===== config.mk =====
export PLATFORM = sky130hd
export DESIGN_NAME = multi_delay_timer_flat
export DESIGN_NICKNAME = d
export VERILOG_FILES = /design/src/rtl/delay_pkg.sv /design/src/rtl/multi_delay_timer_if.sv /design/src/rtl/delay_chan.sv /design/src/rtl/multi_delay_timer.sv /design/src/flat_wrapper.sv
export SDC_FILE = /design/constraint.sdc
export NUM_CORES = 1
export LEC_CHECK = 0
export BUFFER_PORTS_ARGS = -buffer_cell sky130_fd_sc_hd__buf_4
export CAP_MARGIN = 5
export CORE_MARGIN = 5
export CORE_UTILIZATION = 50
export CTS_BUF_LIST = sky130_fd_sc_hd__clkbuf_8
export CTS_CLUSTER_DIAMETER = 30
export DETAILED_ROUTE_END_ITERATION = 12
export PLACE_DENSITY = 0.67
export SYNTH_ARGS = -nofsm -noshare
export SYNTH_HDL_FRONTEND = slang
export SYNTH_SLANG_ARGS = --single-unit

===== constraint.sdc =====
create_clock -name clk -period 2.92 [get_ports clk]
set_input_delay 0 -clock clk [delete_from_list [all_inputs] [get_ports clk]]
set_output_delay 0 -clock clk [all_outputs]
set_load 0.01 [all_outputs]

===== src/rtl/delay_pkg.sv =====
// Shared types and constants for the multi-channel delay/period timer.
package delay_pkg;

    localparam int unsigned DLY_CBITS = 17;

    typedef enum logic {ST_IDLE, ST_RUN} dly_state_t;
    typedef enum logic {MODE_ONESHOT, MODE_PERIODIC} dly_mode_t;

    // Channel-select width; a single-channel build still gets a 1-bit select.
    function automatic int unsigned ch_bits(input int unsigned n);
        return (n > 1) ? $clog2(n) : 1;
    endfunction

endpackage


===== src/rtl/multi_delay_timer_if.sv =====
// Config handshake plus per-channel control/status bundle of the delay timer.
interface multi_delay_timer_if
    import delay_pkg::*;
#(
    parameter int unsigned NCH   = 4,
    parameter int unsigned CBITS = DLY_CBITS
);
    localparam int unsigned CHW = ch_bits(NCH);

    logic             cfg_valid;
    logic             cfg_ready;
    logic [CHW-1:0]   cfg_ch;
    logic [CBITS-1:0] cfg_period;
    logic             cfg_mode;
    logic [NCH-1:0]   start;
    logic [NCH-1:0]   stop;
    logic [NCH-1:0]   sig;
    logic [NCH-1:0]   busy;
    logic [NCH-1:0]   err;
    logic [NCH-1:0]   err_clr;

    modport master (
        output cfg_valid, cfg_ch, cfg_period, cfg_mode, start, stop, err_clr,
        input  cfg_ready, sig, busy, err
    );

    modport slave (
        input  cfg_valid, cfg_ch, cfg_period, cfg_mode, start, stop, err_clr,
        output cfg_ready, sig, busy, err
    );
endinterface


===== src/rtl/delay_chan.sv =====
// One timer channel: IDLE/RUN FSM, counter, active period/mode and a shadow
// config slot that a running channel adopts only when its count wraps.
module delay_chan
    import delay_pkg::*;
#(
    parameter int unsigned CBITS      = DLY_CBITS,
    parameter int unsigned DEF_PERIOD = 100000
) (
    input  logic             clk,
    input  logic             rst,
    input  logic             start,
    input  logic             stop,
    input  logic             wr,
    input  logic [CBITS-1:0] wr_period,
    input  logic             wr_mode,
    output logic             sig,
    output logic             busy,
    output logic             overrun_c
);

    dly_state_t       state_q, state_d;
    dly_mode_t        mode_q, mode_d, shadow_mode_q, shadow_mode_d;
    logic [CBITS-1:0] cnt_q, cnt_d;
    logic [CBITS-1:0] period_q, period_d;
    logic [CBITS-1:0] shadow_period_q, shadow_period_d;
    logic             pend_q, pend_d;
    logic             sig_q, sig_d;

    // State register
    always_ff @(posedge clk) begin
        if (rst) begin
            state_q         <= ST_IDLE;
            cnt_q           <= '0;
            period_q        <= CBITS'(DEF_PERIOD);
            mode_q          <= MODE_PERIODIC;
            shadow_period_q <= CBITS'(DEF_PERIOD);
            shadow_mode_q   <= MODE_PERIODIC;
            pend_q          <= 1'b0;
            sig_q           <= 1'b0;
        end else begin
            state_q         <= state_d;
            cnt_q           <= cnt_d;
            period_q        <= period_d;
            mode_q          <= mode_d;
            shadow_period_q <= shadow_period_d;
            shadow_mode_q   <= shadow_mode_d;
            pend_q          <= pend_d;
            sig_q           <= sig_d;
        end
    end

    // Next state: stop > start > count; a write arriving on the wrap edge is adopted directly
    always_comb begin
        state_d         = state_q;
        cnt_d           = cnt_q;
        period_d        = period_q;
        mode_d          = mode_q;
        shadow_period_d = shadow_period_q;
        shadow_mode_d   = shadow_mode_q;
        pend_d          = pend_q;
        sig_d           = 1'b0;
        overrun_c       = 1'b0;

        case (state_q)
            ST_IDLE: begin
                if (wr) begin
                    period_d = wr_period;
                    mode_d   = dly_mode_t'(wr_mode);
                end
                if (start && !stop) begin
                    state_d = ST_RUN;
                    cnt_d   = '0;
                end
            end
            ST_RUN: begin
                overrun_c = start && !stop;
                if (stop || cnt_q == period_q) begin
                    cnt_d  = '0;
                    pend_d = 1'b0;
                    if (wr) begin
                        period_d = wr_period;
                        mode_d   = dly_mode_t'(wr_mode);
                    end else if (pend_q) begin
                        period_d = shadow_period_q;
                        mode_d   = shadow_mode_q;
                    end
                    if (stop) begin
                        state_d = ST_IDLE;
                    end else begin
                        sig_d = 1'b1;
                        if (mode_q == MODE_ONESHOT) begin
                            state_d = ST_IDLE;
                        end
                    end
                end else begin
                    cnt_d = cnt_q + CBITS'(1);
                    if (wr) begin
                        shadow_period_d = wr_period;
                        shadow_mode_d   = dly_mode_t'(wr_mode);
                        pend_d          = 1'b1;
                    end
                end
            end
            default: state_d = ST_IDLE;
        endcase
    end

    assign sig  = sig_q;
    assign busy = (state_q == ST_RUN);

    cnt_within_period: assert property (@(posedge clk) disable iff (rst) cnt_q <= period_q);

    periodic_fires: assert property (@(posedge clk) disable iff (rst)
        (state_q == ST_RUN && mode_q == MODE_PERIODIC && cnt_q == period_q && !stop) |=> sig_q);

endmodule


===== src/rtl/multi_delay_timer.sv =====
// NCH-channel programmable delay/period generator: config handshake, channel
// decode and the sticky per-channel error bank around delay_chan instances.
module multi_delay_timer
    import delay_pkg::*;
#(
    parameter int unsigned NCH        = 4,
    parameter int unsigned CBITS      = DLY_CBITS,
    parameter int unsigned DEF_PERIOD = 100000
) (
    input  logic                clk,
    input  logic                rst,
    multi_delay_timer_if.slave  bus
);

    localparam int unsigned CHW = ch_bits(NCH);

    logic           hold_q;
    logic [NCH-1:0] err_q;
    logic           cfg_ready_c;
    logic           cfg_xfer_c;
    logic           cfg_zero_c;
    logic [NCH-1:0] wr_c;
    logic [NCH-1:0] cfg_err_c;
    logic [NCH-1:0] overrun_c;
    logic [NCH-1:0] sig_w;
    logic [NCH-1:0] busy_w;

    // Ready is held low during reset and for one cycle after each accepted write
    assign cfg_ready_c = !rst && !hold_q;
    assign cfg_xfer_c  = bus.cfg_valid && cfg_ready_c;
    assign cfg_zero_c  = (bus.cfg_period == '0);

    always_comb begin
        wr_c      = '0;
        cfg_err_c = '0;
        for (int unsigned i = 0; i < NCH; i++) begin
            if (cfg_xfer_c && bus.cfg_ch == CHW'(i)) begin
                if (cfg_zero_c) begin
                    cfg_err_c[i] = 1'b1;
                end else begin
                    wr_c[i] = 1'b1;
                end
            end
        end
    end

    // Handshake throttle and sticky errors (set wins over clear)
    always_ff @(posedge clk) begin
        if (rst) begin
            hold_q <= 1'b0;
            err_q  <= '0;
        end else begin
            hold_q <= cfg_xfer_c;
            err_q  <= (err_q & ~bus.err_clr) | overrun_c | cfg_err_c;
        end
    end

    for (genvar i = 0; i < NCH; i++) begin : g_ch
        delay_chan #(
            .CBITS      (CBITS),
            .DEF_PERIOD (DEF_PERIOD)
        ) u_chan (
            .clk       (clk),
            .rst       (rst),
            .start     (bus.start[i]),
            .stop      (bus.stop[i]),
            .wr        (wr_c[i]),
            .wr_period (bus.cfg_period),
            .wr_mode   (bus.cfg_mode),
            .sig       (sig_w[i]),
            .busy      (busy_w[i]),
            .overrun_c (overrun_c[i])
        );
    end

    assign bus.cfg_ready = cfg_ready_c;
    assign bus.sig       = sig_w;
    assign bus.busy      = busy_w;
    assign bus.err       = err_q;

endmodule


===== src/flat_wrapper.sv =====
// flat-port wrapper written by rule: the top's interface ports become plain ports
module multi_delay_timer_flat import delay_pkg::*;
#(
    parameter int unsigned NCH        = 4,
    parameter int unsigned CBITS      = DLY_CBITS,
    parameter int unsigned DEF_PERIOD = 100000
)
  (clk, rst, bus_cfg_valid, bus_cfg_ch, bus_cfg_period, bus_cfg_mode, bus_start, bus_stop, bus_err_clr, bus_cfg_ready, bus_sig, bus_busy, bus_err);
  multi_delay_timer_if #(.NCH(NCH), .CBITS(CBITS)) bus_i ();
  input  logic clk;
  input  logic rst;
  input wire logic [$bits(bus_i.cfg_valid)-1:0] bus_cfg_valid;
  input wire logic [$bits(bus_i.cfg_ch)-1:0] bus_cfg_ch;
  input wire logic [$bits(bus_i.cfg_period)-1:0] bus_cfg_period;
  input wire logic [$bits(bus_i.cfg_mode)-1:0] bus_cfg_mode;
  input wire logic [$bits(bus_i.start)-1:0] bus_start;
  input wire logic [$bits(bus_i.stop)-1:0] bus_stop;
  input wire logic [$bits(bus_i.err_clr)-1:0] bus_err_clr;
  output wire logic [$bits(bus_i.cfg_ready)-1:0] bus_cfg_ready;
  output wire logic [$bits(bus_i.sig)-1:0] bus_sig;
  output wire logic [$bits(bus_i.busy)-1:0] bus_busy;
  output wire logic [$bits(bus_i.err)-1:0] bus_err;
  assign bus_i.cfg_valid = bus_cfg_valid;
  assign bus_i.cfg_ch = bus_cfg_ch;
  assign bus_i.cfg_period = bus_cfg_period;
  assign bus_i.cfg_mode = bus_cfg_mode;
  assign bus_i.start = bus_start;
  assign bus_i.stop = bus_stop;
  assign bus_i.err_clr = bus_err_clr;
  assign bus_cfg_ready = bus_i.cfg_ready;
  assign bus_sig = bus_i.sig;
  assign bus_busy = bus_i.busy;
  assign bus_err = bus_i.err;
  multi_delay_timer #(.NCH(NCH), .CBITS(CBITS), .DEF_PERIOD(DEF_PERIOD)) u_core (.clk(clk), .rst(rst), .bus(bus_i));
endmodule

==> results of run 1 <==
## layout make-up
| class | instances | area [um^2] |
|---|---|---|
| clock buffers | 61 | 840 |
| flip-flops and latches | 229 | 4580 |
| well taps | 285 | 357 |
| fillers | 2002 | 9100 |
| inverters | 26 | 97.6 |
| repair buffers | 113 | 958 |
| clock inverters | 38 | 455 |
| multi-input cells | 946 | 6250 |
## logic make-up (layout without fill, tap and decap cells)
family / count (synthesis) / in the layout
xor+xnor: 82 / 82
flops: 229 / 229
mux: 126 / 126
compound gates: 270 / 270
simple gates: 464 / 464
buf+inv: 139 / 238
fa+ha+maj: 4 / 4
## worst min-delay path by stage
stage	startpoint	end	slack, ps	depth (start not counted)
after global placement	bus_stop[0]	u_core.g_ch[0].u_chan.busy	200	2
after CTS	rst	u_core.g_ch[1].u_chan.shadow_period_q[15]	4	3
after detailed placement	bus_stop[0]	u_core.g_ch[0].u_chan.busy	200	2
after global routing	rst	u_core.g_ch[1].u_chan.shadow_period_q[15]	20	3
final	rst	u_core.g_ch[1].u_chan.shadow_period_q[15]	40	3
after floorplan	bus_stop[2]	u_core.g_ch[2].u_chan.busy	80	1
## critical path: cells and delay by family, from the launching register on
| kind | cells | cell delay, ps |
|---|---|---|
| AO/OA/AOI/OAI | 1 | 130 |
| XOR/XNOR | 1 | 110 |
| buffers and inverters | 1 | 610 |
| flip-flops | 1 | 460 |
| AND/OR/NAND/NOR | 3 | 990 |
## registers in the layout (all words and copies together) (netlist names)
signal	flops
u_core.bus.err	4
u_core.g_ch.u_chan.sig	4
u_core.g_ch.u_chan.mode_q	4
u_core.hold_q	1
u_core.g_ch.u_chan.shadow_period_q	68
u_core.g_ch.u_chan.cnt_q	68
u_core.g_ch.u_chan.shadow_mode_q	4
u_core.g_ch.u_chan.period_q	68
u_core.g_ch.u_chan.pend_q	4
u_core.g_ch.u_chan.busy	4
## power groups by stage
stage	registers, W	clock network, W	logic (W)
after floorplan	0.00327	0	0.000399
after CTS	0.00323	0.00449	0.000589
after global routing	0.00323	0.00467	0.000639
after detailed placement	0.00329	0	0.000551
after global placement	0.00329	0	0.000545
final	0.00323	0.00440	0.000590
## layout by cell type, fill, tap and decap left out, drive strengths merged, types with 22 or more instances in the layout
cell type	netlist	final
nand2	124	124
o311ai	25	25
xnor2	22	22
mux2	35	35
nor4	24	24
nor2	138	138
a21oi	57	57
clkbuf	56	61
a211oi	30	30
dlygate4sd3	0	34
dfxtp	229	229
inv	26	32
nor3	47	47
a31oi	40	40
mux2i	91	91
o21ai	31	31
xor2	60	60
a311oi	23	23
buf	57	79
nand3	57	57
## stage by stage
stage	std cells	hold WS [ps]	utilization (%)	total power (W)
2_1_floorplan	1314	83.1	-	0.00367
3_3_place_gp	1565	199	52.6	0.00384
3_5_place_dp	1565	201	52.6	0.00384
4_1_cts	1698	3.75	59.8	0.00831
5_1_grt	1698	19.0	59.8	0.00854
6_report	1698	44.9	59.8	0.00822
## metal layers
metal	track usage, %	routed length, um
met4	6.44	574
met1	30.6	13900
met3	4.24	1520
met2	35.3	13400
met5	0	0
## what timing repair did
action                    CTS  global route
hold endpoints to repair  156             0
hold buffers               34             0
buffers inserted            0             0
resized for setup           0             0
==> results.md, run 1 <==
| Result | Value |
|:---|:---|
| R2R Setup Slk | 510 ps |
| Syn Inst Count | 1314 |
| Sequential fraction of the synthesis area | 39.9% |
| PwrDens | 608 nW/um^2 |
| Net Sw Power | 0.00198 W |
| Final hold violations | 0 |
| Average wire per standard cell | 17.3 um |
| Crit-path cells | xor2_1 -> nor4_1 -> nand3_1 -> nor3_1 -> a2111oi_0 -> dlygate4sd3_1 |
| Reported leakage power | 5.25 nW |
| Element type at the critical path start | register |
| YS warnings | 0 |
| Initial core utilization | 50.7% |
| Final worst slack | 507 ps |
| Via total after detailed routing | 9822 |
| Initial antenna violation count | 0 |
| Reg-to-Reg End | u_core.g_ch[0].u_chan.busy |
| Number of global-route vias before repair | 9332 |
| Number of search-and-repair iterations in the first detailed-routing pass | 5 |
| Total overflow reported by the global router | 0 |
| Proportion of layout cells with a drive suffix above 1 | 17.6% |
| Synth Area per Inst | 8.74 um^2 |
| Slew at the pin closest to its max-slew limit | 863 ps |
| Antenna violation net count after detailed routing | 0 |
| Layout Cell Area excl Fill | 13500 um^2 |
| Y dimension of the die | 162 um |
| Slowest cell on the critical path | dlygate4sd3_1 |
| Number of antenna cells inserted | 0 |
| Estimated wirelength of the detail-placed design | 19100 um |
| I/O pin count | 48 |
| Num rows | 55 |
| Final-layout setup total negative slack | 0 ps |
| Minimum clock period | 2410 ps |
| Reg power frac | 39.3% |
| DRC violations left | 0 |
| Pin count of the biggest net entering global routing | 172 |
| Leading cell types by count after synthesis | dfxtp_1 (229), nor2_1 (137), nand2_1 (123) |
| Crit share post-route | 82.6% |
| Mux share of post-synthesis cell area | 11.4% |
| Cells on worst reg2reg path | 6 |
| Worst max-slew margin expressed relative to the limit | 42.3% |
| Switching part of the total | 24.1% |
| Worst ir drop on vdd | 0.428 mV |
| Clock skew after layout | 20.0 ps |
| Floorplan die width | 162 um |
| Number of levels in the clock H-tree | 2 |
| CTS buffer count | 54 |
| Global-route wire length before repair | 48000 um |
| CTS tree | yes |
| Top post-synthesis cells by area | dfxtp_1 (40%), mux2i_1 (7.9%), xor2_1 (4.6%), nor2_1 (4.5%), nand2_1 (4.0%) |
| Arrival time at the worst endpoint | 2870 ps |
| Simple-gate area share of the yosys netlist | 18.8% |
| Vias per inst | 5.78 |
| Proportion of synthesized flip-flops having asynchronous set or reset | 0% |
| Count of maximum capacitance violations | 0 |
| Number of flops mapped to enable cells by yosys | 0 |
| Compound-gate portion of the synthesized area | 17.4% |
| RSZ-0062 raised after global routing | no |
| CTS Buffer Depth | 3 |
| Number of storage elements in the synthesis netlist | 229 |
| Timing startpoint of the critical path | u_core.g_ch[0].u_chan.cnt_q[3] |
| Number of sinks handled by clock tree synthesis | 229 |
| Clock group share of total power | 53.6% |
| Placed inst area | 11900 um^2 |
| Largest fanout on the critical path | 7 |
| 1st-iter DRT viols | 718 |
| Post-Synth XOR/XNOR Area | 6.25% |
| Status | finished, final reports clean |
| Required time at the endpoint of the critical path | 3370 ps |
| Global Route Usage Sum | 22.1% |
| Core Box Area | 22600 um^2 |
| Category of the most critical setup path | reg -> reg |
| Max Clock Freq | 0.414 GHz |
| Main combinational cell family by area after synthesis | simple AND/OR/NAND/NOR gates |
| Biggest cell delay along the critical path | 610 ps |
| Adder-Cell Fraction of Synth Area | 0.436% |
| Count of buffers from port buffering | 47 |
| Reg-to-reg critical path startpoint | u_core.g_ch[0].u_chan.cnt_q[3] |
| Gate power share | 7.2% |
| Cell accounting for the most synthesized area | dfxtp_1 |
| Clock network latency to the later pin of the worst-skew pair | 580 ps |
| Nets@finish | 1409 |
| Buffer cell driving the clock tree root | clkbuf_8 |
| Share of Yosys cell area claimed by the top area cell type | 39.9% |
| Post-synth cell types | 64 |
| Most used DFF post-synth | dfxtp_1 |
| Clock-pin slew of the registers on the worst-case setup and hold paths | 60 ps |
| Internal power | 0.00625 W |
| Number of pins exceeding their max-slew limit in the final report | 0 |
| Worst setup EP type | register |
| Area overhead of the layout relative to synthesis | 17.8% |
| RePlAce Congestion | 0.818 |
| # setup viols final | 0 |
| Setup slack after placement | 584 ps |
| Total die area | 26100 um^2 |
| Most repeated cell in the gate-level netlist after synthesis | dfxtp_1 |
| Worst setup path endpoint | u_core.g_ch[0].u_chan.busy |
| Post-synthesis instance area | 11500 um^2 |
| Post-Synthesis Net Count | 1353 |
| Class of the worst hold path | in -> reg |
| Final wirelength | 29400 um |
Note: power is estimated with default switching activity, not from simulation.
==> run 2, diff against run 1 <==
ABC_AREA = 1   (was unset)
clock period = 2.53 ns   (was 2.92 ns; I/O delays follow)
==> results.md, run 2 <==
| Result | Value | Change |
|:---|:---|:---|
| Global-route wire length before repair | 53500 um | was 48000 um |
| Main combinational cell family by area after synthesis | simple AND/OR/NAND/NOR gates | unchanged |
| Sequential fraction of the synthesis area | 35.7% | was 39.9% |
| Nets@finish | 2080 | was 1409 |
| Via total after detailed routing | 12000 | was 9822 |
| Max Clock Freq | 0.479 GHz | was 0.414 GHz |
| Number of pins exceeding their max-slew limit in the final report | 0 | unchanged |
| Global Route Usage Sum | 21.7% | was 22.1% |
| Category of the most critical setup path | reg -> reg | unchanged |
| CTS buffer count | 55 | was 54 |
| Family of cells with the greatest summed delay on the critical path | buffers and inverters | was simple AND/OR/NAND/NOR gates |
| Final hold violations | 0 | unchanged |
| Status | finished, final reports clean | unchanged |
| Estimated wirelength of the detail-placed design | 21000 um | was 19100 um |
| # setup viols final | 0 | unchanged |
| Count of buffers from port buffering | 47 | unchanged |
| CTS Buffer Depth | 3 | unchanged |
| Clock network latency to the later pin of the worst-skew pair | 570 ps | was 580 ps |
| Design Power | 0.00951 W | was 0.00822 W |
| Share of Yosys cell area claimed by the top area cell type | 35.7% | was 39.9% |
| Post-Synthesis Net Count | 2039 | was 1353 |
| Final-layout setup total negative slack | 0 ps | unchanged |
| Syn Inst Count | 2000 | was 1314 |
| Biggest cell delay along the critical path | 600 ps | was 610 ps |
| Element type at the critical path start | register | unchanged |
| Number of global-route vias before repair | 11200 | was 9332 |
| DRC violations left | 0 | unchanged |
| I/O pin count | 48 | unchanged |
| Crit-path cells | inv_1 -> o22ai_1 -> dlygate4sd3_1 -> inv_1 -> a21oi_1 -> dlygate4sd3_1 | was xor2_1 -> nor4_1 -> nand3_1 -> nor3_1 -> a2111oi_0 -> dlygate4sd3_1 |
| Slowest cell on the critical path | dlygate4sd3_1 | unchanged |
| Pin count of the biggest net entering global routing | 81 | was 172 |
| Clock skew after layout | 23.4 ps | was 20.0 ps |
| Post-synthesis instance area | 12800 um^2 | was 11500 um^2 |
| Buffer cell driving the clock tree root | clkbuf_8 | unchanged |
| Area overhead of the layout relative to synthesis | 14.2% | was 17.8% |
| Worst max-slew margin expressed relative to the limit | 35.6% | was 42.3% |
| Crit share post-route | 82.6% | about the same |
| Number of standard cells in the layout, taps in and fillers out | 2414 | was 1698 |
| Class of the worst hold path | in -> reg | unchanged |
| Worst ir drop on vdd | 0.728 mV | was 0.428 mV |
| Top post-synthesis cells by area | dfxtp_1 (36%), nand2_1 (19%), nand3_1 (11%), inv_1 (6.0%), nor2_1 (5.6%) | was dfxtp_1 (40%), mux2i_1 (7.9%), xor2_1 (4.6%), nor2_1 (4.5%), nand2_1 (4.0%) |
| Post-synth cell types | 40 | was 64 |
| Number of antenna cells inserted | 0 | unchanged |
| Worst setup EP type | register | unchanged |
| Number of setup buffers added after CTS | 0 | unchanged |
| RePlAce Congestion | 0.886 | was 0.818 |
| Compound-gate portion of the synthesized area | 6.20% | was 17.4% |
| Arrival time at the worst endpoint | 2550 ps | was 2870 ps |
| Proportion of synthesized flip-flops having asynchronous set or reset | 0% | unchanged |
| Filler cell count in the final layout | 2499 | was 2002 |
| Total die area | 29000 um^2 | was 26100 um^2 |
| Met1 routed wirelength after detailed routing | 15100 um | was 13900 um |
| Vias per inst | 4.95 | was 5.78 |
| Count of maximum capacitance violations | 0 | unchanged |
| Average wire per standard cell | 13.2 um | was 17.3 um |
| Final wirelength | 31900 um | was 29400 um |
| Initial antenna violation count | 1 | was 0 |
| Simple-gate area share of the yosys netlist | 40.2% | was 18.8% |
| Met2 WL | 14800 um | was 13400 um |
| Leading cell types by count after synthesis | nand2_1 (654), nand3_1 (277), dfxtp_1 (229) | was dfxtp_1 (229), nor2_1 (137), nand2_1 (123) |
| YS warnings | 0 | unchanged |
| Highest signal layer in the routed design | met5 | was met4 |
| CTS tree | yes | unchanged |
| Initial core utilization | 50.9% | was 50.7% |
| Number of search-and-repair iterations in the first detailed-routing pass | 7 | was 5 |
| 1st-iter DRT viols | 810 | was 718 |
| Core Box Area | 25300 um^2 | was 22600 um^2 |
| Minimum clock period | 2090 ps | was 2410 ps |
| Required time at the endpoint of the critical path | 2990 ps | was 3370 ps |
| Number of levels in the clock H-tree | 2 | unchanged |
| Largest regs | u_core.g_ch.u_chan.cnt_q: 68 flops, u_core.g_ch.u_chan.period_q: 68 flops, u_core.g_ch.u_chan.shadow_period_q: 68 flops | unchanged |
| Mux share of post-synthesis cell area | 0% | was 11.4% |
| Cell accounting for the most synthesized area | dfxtp_1 | unchanged |
| Placed insts | 2276 | was 1565 |
| Floorplan die width | 170 um | was 162 um |
| Num rows | 58 | was 55 |
| Largest fanout on the critical path | 5 | was 7 |
| Clock-pin slew of the registers on the worst-case setup and hold paths | 60 ps | about the same |
| Most repeated cell in the gate-level netlist after synthesis | nand2_1 | was dfxtp_1 |
| Antenna violation net count after detailed routing | 0 | unchanged |
| Crit path buf inv count | 4 | was 1 |
| Slew at the pin closest to its max-slew limit | 966 ps | was 863 ps |
| Total overflow reported by the global router | 0 | unchanged |
| Y dimension of the die | 170 um | was 162 um |
| PwrDens | 648 nW/um^2 | was 608 nW/um^2 |
| Most frequent standard cell in the layout excluding fill and tap cells | nand2_1 | was dfxtp_1 |
| Synth Area per Inst | 6.42 um^2 | was 8.74 um^2 |
| Reported leakage power | 6.78 nW | was 5.25 nW |
| Leading cell types in the layout, fill and taps excluded | nand2_1 (654), nand3_1 (277), dfxtp_1 (229) | was dfxtp_1 (229), nor2_1 (136), nand2_1 (123) |
| Number of flops mapped to enable cells by yosys | 0 | unchanged |
| Most used DFF post-synth | dfxtp_1 | unchanged |
| RSZ-0062 raised after global routing | no | unchanged |
| Proportion of layout cells with a drive suffix above 1 | 10.0% | was 17.6% |
| Sum of met3 wire segment lengths after detailed routing | 1480 um | was 1520 um |
| Number of sinks handled by clock tree synthesis | 229 | unchanged |
| Post-Synth XOR/XNOR Area | 4.84% | was 6.25% |
| Adder-Cell Fraction of Synth Area | 0.390% | was 0.436% |
| Number of storage elements in the synthesis netlist | 229 | unchanged |
==> run 2: cell types whose count changed after synthesis, moves of 22 or more <==
cell	delta
mux2i_1	-91
a21oi_1	+77
nor2_1	+53
a31oi_1	-38
mux2_2	-35
nand3_1	+220
buf_2	+22
clkbuf_1	-27
nand2_1	+531
o311ai_0	-25
inv_1	+181
a211oi_1	-23
nor3_1	-22
==> run 2: final timing paths <==
path	startpoint	endpoint	slack (ps)	depth (start not counted)
worst min-delay path	bus_cfg_ch[0]	u_core.g_ch[0].u_chan.shadow_mode_q	130	6
worst max-delay path	u_core.g_ch[1].u_chan.busy	u_core.bus.err[1]	440	6
worst max register to register	u_core.g_ch[1].u_chan.busy	u_core.bus.err[1]	440	6
worst min register to register	u_core.g_ch[0].u_chan.shadow_period_q[5]	u_core.g_ch[0].u_chan.shadow_period_q[5]	460	2
==> run 2: cell type report <==
| class | count | area, um^2 | share of cell area (%) |
|---|---|---|---|
| Clock buffer | 64 | 881 | 6.01 |
| Inverter | 212 | 798 | 5.44 |
| Multi-Input combinational cell | 1435 | 6640 | 45.3 |
| Tap cell | 330 | 413 | 2.82 |
| Timing Repair Buffer | 108 | 931 | 6.35 |
| Sequential cell | 229 | 4580 | 31.3 |
| Clock inverter | 36 | 418 | 2.85 |
==> run 2: metal layers <==
layer / vias to the layer above / track usage (%)
li1: 6331 / -
met1: 5353 / 29.1
met2: 225 / 36.5
met3: 43 / 3.69
met4: 2 / 5.56
met5: - / 0
==> run 2: repair_timing <==
action / in CTS / in global routing
resized for setup: 0 / 0
endpoints found under the hold margin: 197 / 0
hold buffers: 38 / 0
==> run 2: logic make-up after synthesis <==
family	count (synthesis)
fa+ha+maj	4
compound gates	156
simple gates	1204
xor+xnor	71
buf+inv	336
flops	229
==> run 2: through the flow <==
step | util [%] | cell area, um^2 | hold slack, ps | worst slack, ps
final | 58.1 | 14700 | 130 | 441
after global routing | 58.1 | 14700 | 147 | 257
after CTS | 58.1 | 14700 | 75.9 | 465
after detailed placement | 51.4 | 13000 | 184 | 535
after global placement | 51.4 | 13000 | 181 | 593
after floorplan | - | 12800 | 78.1 | 942
==> run 2: worst min-delay path: cells and delay by family <==
kind	cells	cell delay (ps)
buf+inv	1	110
simple gates	5	520
==> run 2: power by group <==
part	internal (W)	switching, W
Sequential	0.00367	0.0000494
Clock	0.00316	0.00185
Combinational	0.000271	0.000511
Total	0.00710	0.00241
==> run 3, diff against run 2 <==
PLACE_DENSITY = 0.69   (was 0.67)
clock period = 1.9 ns   (was 2.53 ns; I/O delays follow)
==> results.md, run 3 (synthesis gave the netlist of run 2 again) <==
| Result | Value | Change |
|:---|:---|:---|
| Average wire per standard cell | 13.7 um | was 13.2 um |
| Clock-pin slew of the registers on the worst-case setup and hold paths | 60 ps | about the same |
| Reg power frac | 36.0% | was 39.1% |
| Buffer cell driving the clock tree root | clkbuf_8 | unchanged |
| Final-layout setup total negative slack | 0 ps | unchanged |
| 1st-iter DRT viols | 967 | was 810 |
| Number of antenna cells inserted | 0 | unchanged |
| Largest regs | u_core.g_ch.u_chan.cnt_q: 68 flops, u_core.g_ch.u_chan.period_q: 68 flops, u_core.g_ch.u_chan.shadow_period_q: 68 flops | unchanged |
| CTS tree | yes | unchanged |
| Estimated wirelength of the detail-placed design | 22100 um | was 21000 um |
| # setup viols final | 0 | unchanged |
| Core Box Area | 25300 um^2 | unchanged |
| Element type at the critical path start | register | unchanged |
| Final hold violations | 0 | unchanged |
| Crit share post-route | 93.4% | was 82.6% |
| Number of global-route vias before repair | 11800 | was 11200 |
| PwrDens | 884 nW/um^2 | was 648 nW/um^2 |
| Vias per inst | 5.09 | was 4.95 |
| Required time at the endpoint of the critical path | 2390 ps | was 2990 ps |
| Total overflow reported by the global router | 0 | unchanged |
| Total die area | 29000 um^2 | unchanged |
| Switching part of the total | 24.3% | was 25.3% |
| Global Route Usage Sum | 22.9% | was 21.7% |
| RePlAce Congestion | 0.881 | was 0.886 |
| CTS buffer count | 56 | was 55 |
| DRC violations left | 0 | unchanged |
| Area overhead of the layout relative to synthesis | 21.2% | was 14.2% |
| Count of maximum capacitance violations | 0 | unchanged |
| Most used cell, CP | nand2_4 |  |
| Pin count of the biggest net entering global routing | 80 | was 81 |
| Leading cell types in the layout, fill and taps excluded | nand2_1 (651), nand3_1 (275), dfxtp_1 (217) | was nand2_1 (654), nand3_1 (277), dfxtp_1 (229) |
| Clock group share of total power | 55.7% | was 52.7% |
| Number of sinks handled by clock tree synthesis | 229 | unchanged |
| Floorplan die width | 170 um | unchanged |
| Crit-path cells | nor2_4 -> nand2_4 -> nor3_2 -> nand2_4 -> nor2_2 -> buf_6 -> nand3_1 -> a21oi_1 | was inv_1 -> o22ai_1 -> dlygate4sd3_1 -> inv_1 -> a21oi_1 -> dlygate4sd3_1 |
| Max Clock Freq | 0.564 GHz | was 0.479 GHz |
| Worst ir drop on vdd | 0.737 mV | was 0.728 mV |
| Clock network latency to the later pin of the worst-skew pair | 580 ps | was 570 ps |
| Largest fanout on the critical path | 18 | was 5 |
| Biggest cell delay along the critical path | 320 ps | was 600 ps |
| Antenna violation net count after detailed routing | 0 | unchanged |
| Worst setup EP type | register | unchanged |
| Category of the most critical setup path | reg -> reg | unchanged |
| Number of levels in the clock H-tree | 2 | unchanged |
| Global-route wire length before repair | 56100 um | was 53500 um |
| Slew at the pin closest to its max-slew limit | 981 ps | was 966 ps |
| Arrival time at the worst endpoint | 2270 ps | was 2550 ps |
| Gate power share | 8.4% | was 8.2% |
| Via total after detailed routing | 12600 | was 12000 |
| RSZ-0062 raised after global routing | yes | was no |
| Internal power | 0.0104 W | was 0.00710 W |
| Nets@finish | 2137 | was 2080 |
| Reported leakage power | 7.25 nW | was 6.78 nW |
| Count of buffers from port buffering | 47 | unchanged |
| Multi-input gate area in the final layout | 6760 um^2 | was 6640 um^2 |
| Status | finished, final reports clean | unchanged |
| Post-route worst hold slack | 158 ps | was 130 ps |
| Net Sw Power | 0.00335 W | was 0.00241 W |
| Number of search-and-repair iterations in the first detailed-routing pass | 6 | was 7 |
| Number of pins exceeding their max-slew limit in the final report | 0 | unchanged |
| R2R Setup Slk | 130 ps | was 440 ps |
| Most frequent standard cell in the layout excluding fill and tap cells | nand2_1 | unchanged |
| Slowest cell on the critical path | dfxtp_1 | was dlygate4sd3_1 |
| Proportion of layout cells with a drive suffix above 1 | 14.0% | was 10.0% |
| Worst max-slew margin expressed relative to the limit | 34.6% | was 35.6% |
| Num rows | 58 | unchanged |
| Sequential standard cell area | 4600 um^2 | was 4580 um^2 |
| Minimum clock period | 1770 ps | was 2090 ps |
| Initial core utilization | 50.9% | unchanged |
| Y dimension of the die | 170 um | unchanged |
| CTS Buffer Depth | 3 | unchanged |
| Clock skew after layout | 36.0 ps | was 23.4 ps |
| Class of the worst hold path | in -> reg | unchanged |
| Final wirelength | 33900 um | was 31900 um |
| Initial antenna violation count | 0 | was 1 |
| I/O pin count | 48 | unchanged |
| Filler cell count in the final layout | 2364 | was 2499 |
run 3: cell count changes in the layout (fill, tap and decap cells not counted), sizes merged:
cell and change:
clkinvlp +3, dlymetal6s4s +1, clkbuf +4, dlygate4sd3 +1
inv -5, nand3 +1, buf +50, bufinv +6
run 3: metal layers:
layer	vias to the layer above	GRT usage, %	part of all wire, %
met5	-	0	0
met4	0	6.74	2.1
met3	59	4.27	5.6
met2	332	37.6	46
met1	5747	30.8	46
li1	6452	-	-
run 3: stage by stage:
stage               util, %  worst slack (ps)  std cells  total power [W]  area (um^2)
floorplan                 -               312       2000          0.00579        12800
global placement       53.1              57.0       2319          0.00608        13400
detailed placement     53.1             -34.2       2319          0.00609        13400
CTS                    60.6              30.7       2464           0.0139        15300
global route           61.7             -26.4       2475           0.0143        15600
finish                 61.7               126       2475           0.0138        15600
run 3: critical path, delay by kind of cell (launching register included):
family,cells,cell delay (ps)
and+or+nand+nor,6,940
DFF,1,320
buffers and inverters,1,220
AOI/OAI and AO/OA,1,180
run 3: area by class of cell:
type / count / area share [%]
clock buffers: 66 / 5.83
clock inverters: 39 / 3.65
inverters: 212 / 5.18
multi-input cells: 1436 / 43.4
flip-flops and latches: 229 / 29.5
well taps: 330 / 2.65
repair buffers: 162 / 9.68
repair inverters: 1 / 0.0482
run 3: final timing paths:
kind / start / endpoint / depth (start not counted)
worst min register to register: u_core.g_ch[2].u_chan.mode_q / u_core.g_ch[2].u_chan.mode_q / 2
worst max register to register: u_core.hold_q / u_core.g_ch[2].u_chan.shadow_period_q[14] / 8
worst min-delay path: bus_stop[3] / u_core.g_ch[3].u_chan.sig / 3
worst max-delay path: u_core.hold_q / u_core.g_ch[2].u_chan.shadow_period_q[14] / 8
run 3: what timing repair did:
action / 4_1_cts / 5_1_grt
hold endpoints to repair: 182 / 0
cloned: 0 / 4
hold buffers: 40 / 0
setup endpoints to repair: 10 / 146
buffers inserted: 0 / 7
resized for setup: 1 / 43
pin swaps: 0 / 3
run 3: power by group through the flow:
| stage | clock [W] | combinational [W] | sequential [W] |
|---|---|---|---|
| floorplan | 0 | 0.000761 | 0.00503 |
| global placement | 0 | 0.00103 | 0.00505 |
| detailed placement | 0 | 0.00104 | 0.00505 |
| CTS | 0.00780 | 0.00111 | 0.00495 |
| global route | 0.00810 | 0.00128 | 0.00496 |
| finish | 0.00767 | 0.00115 | 0.00495 |
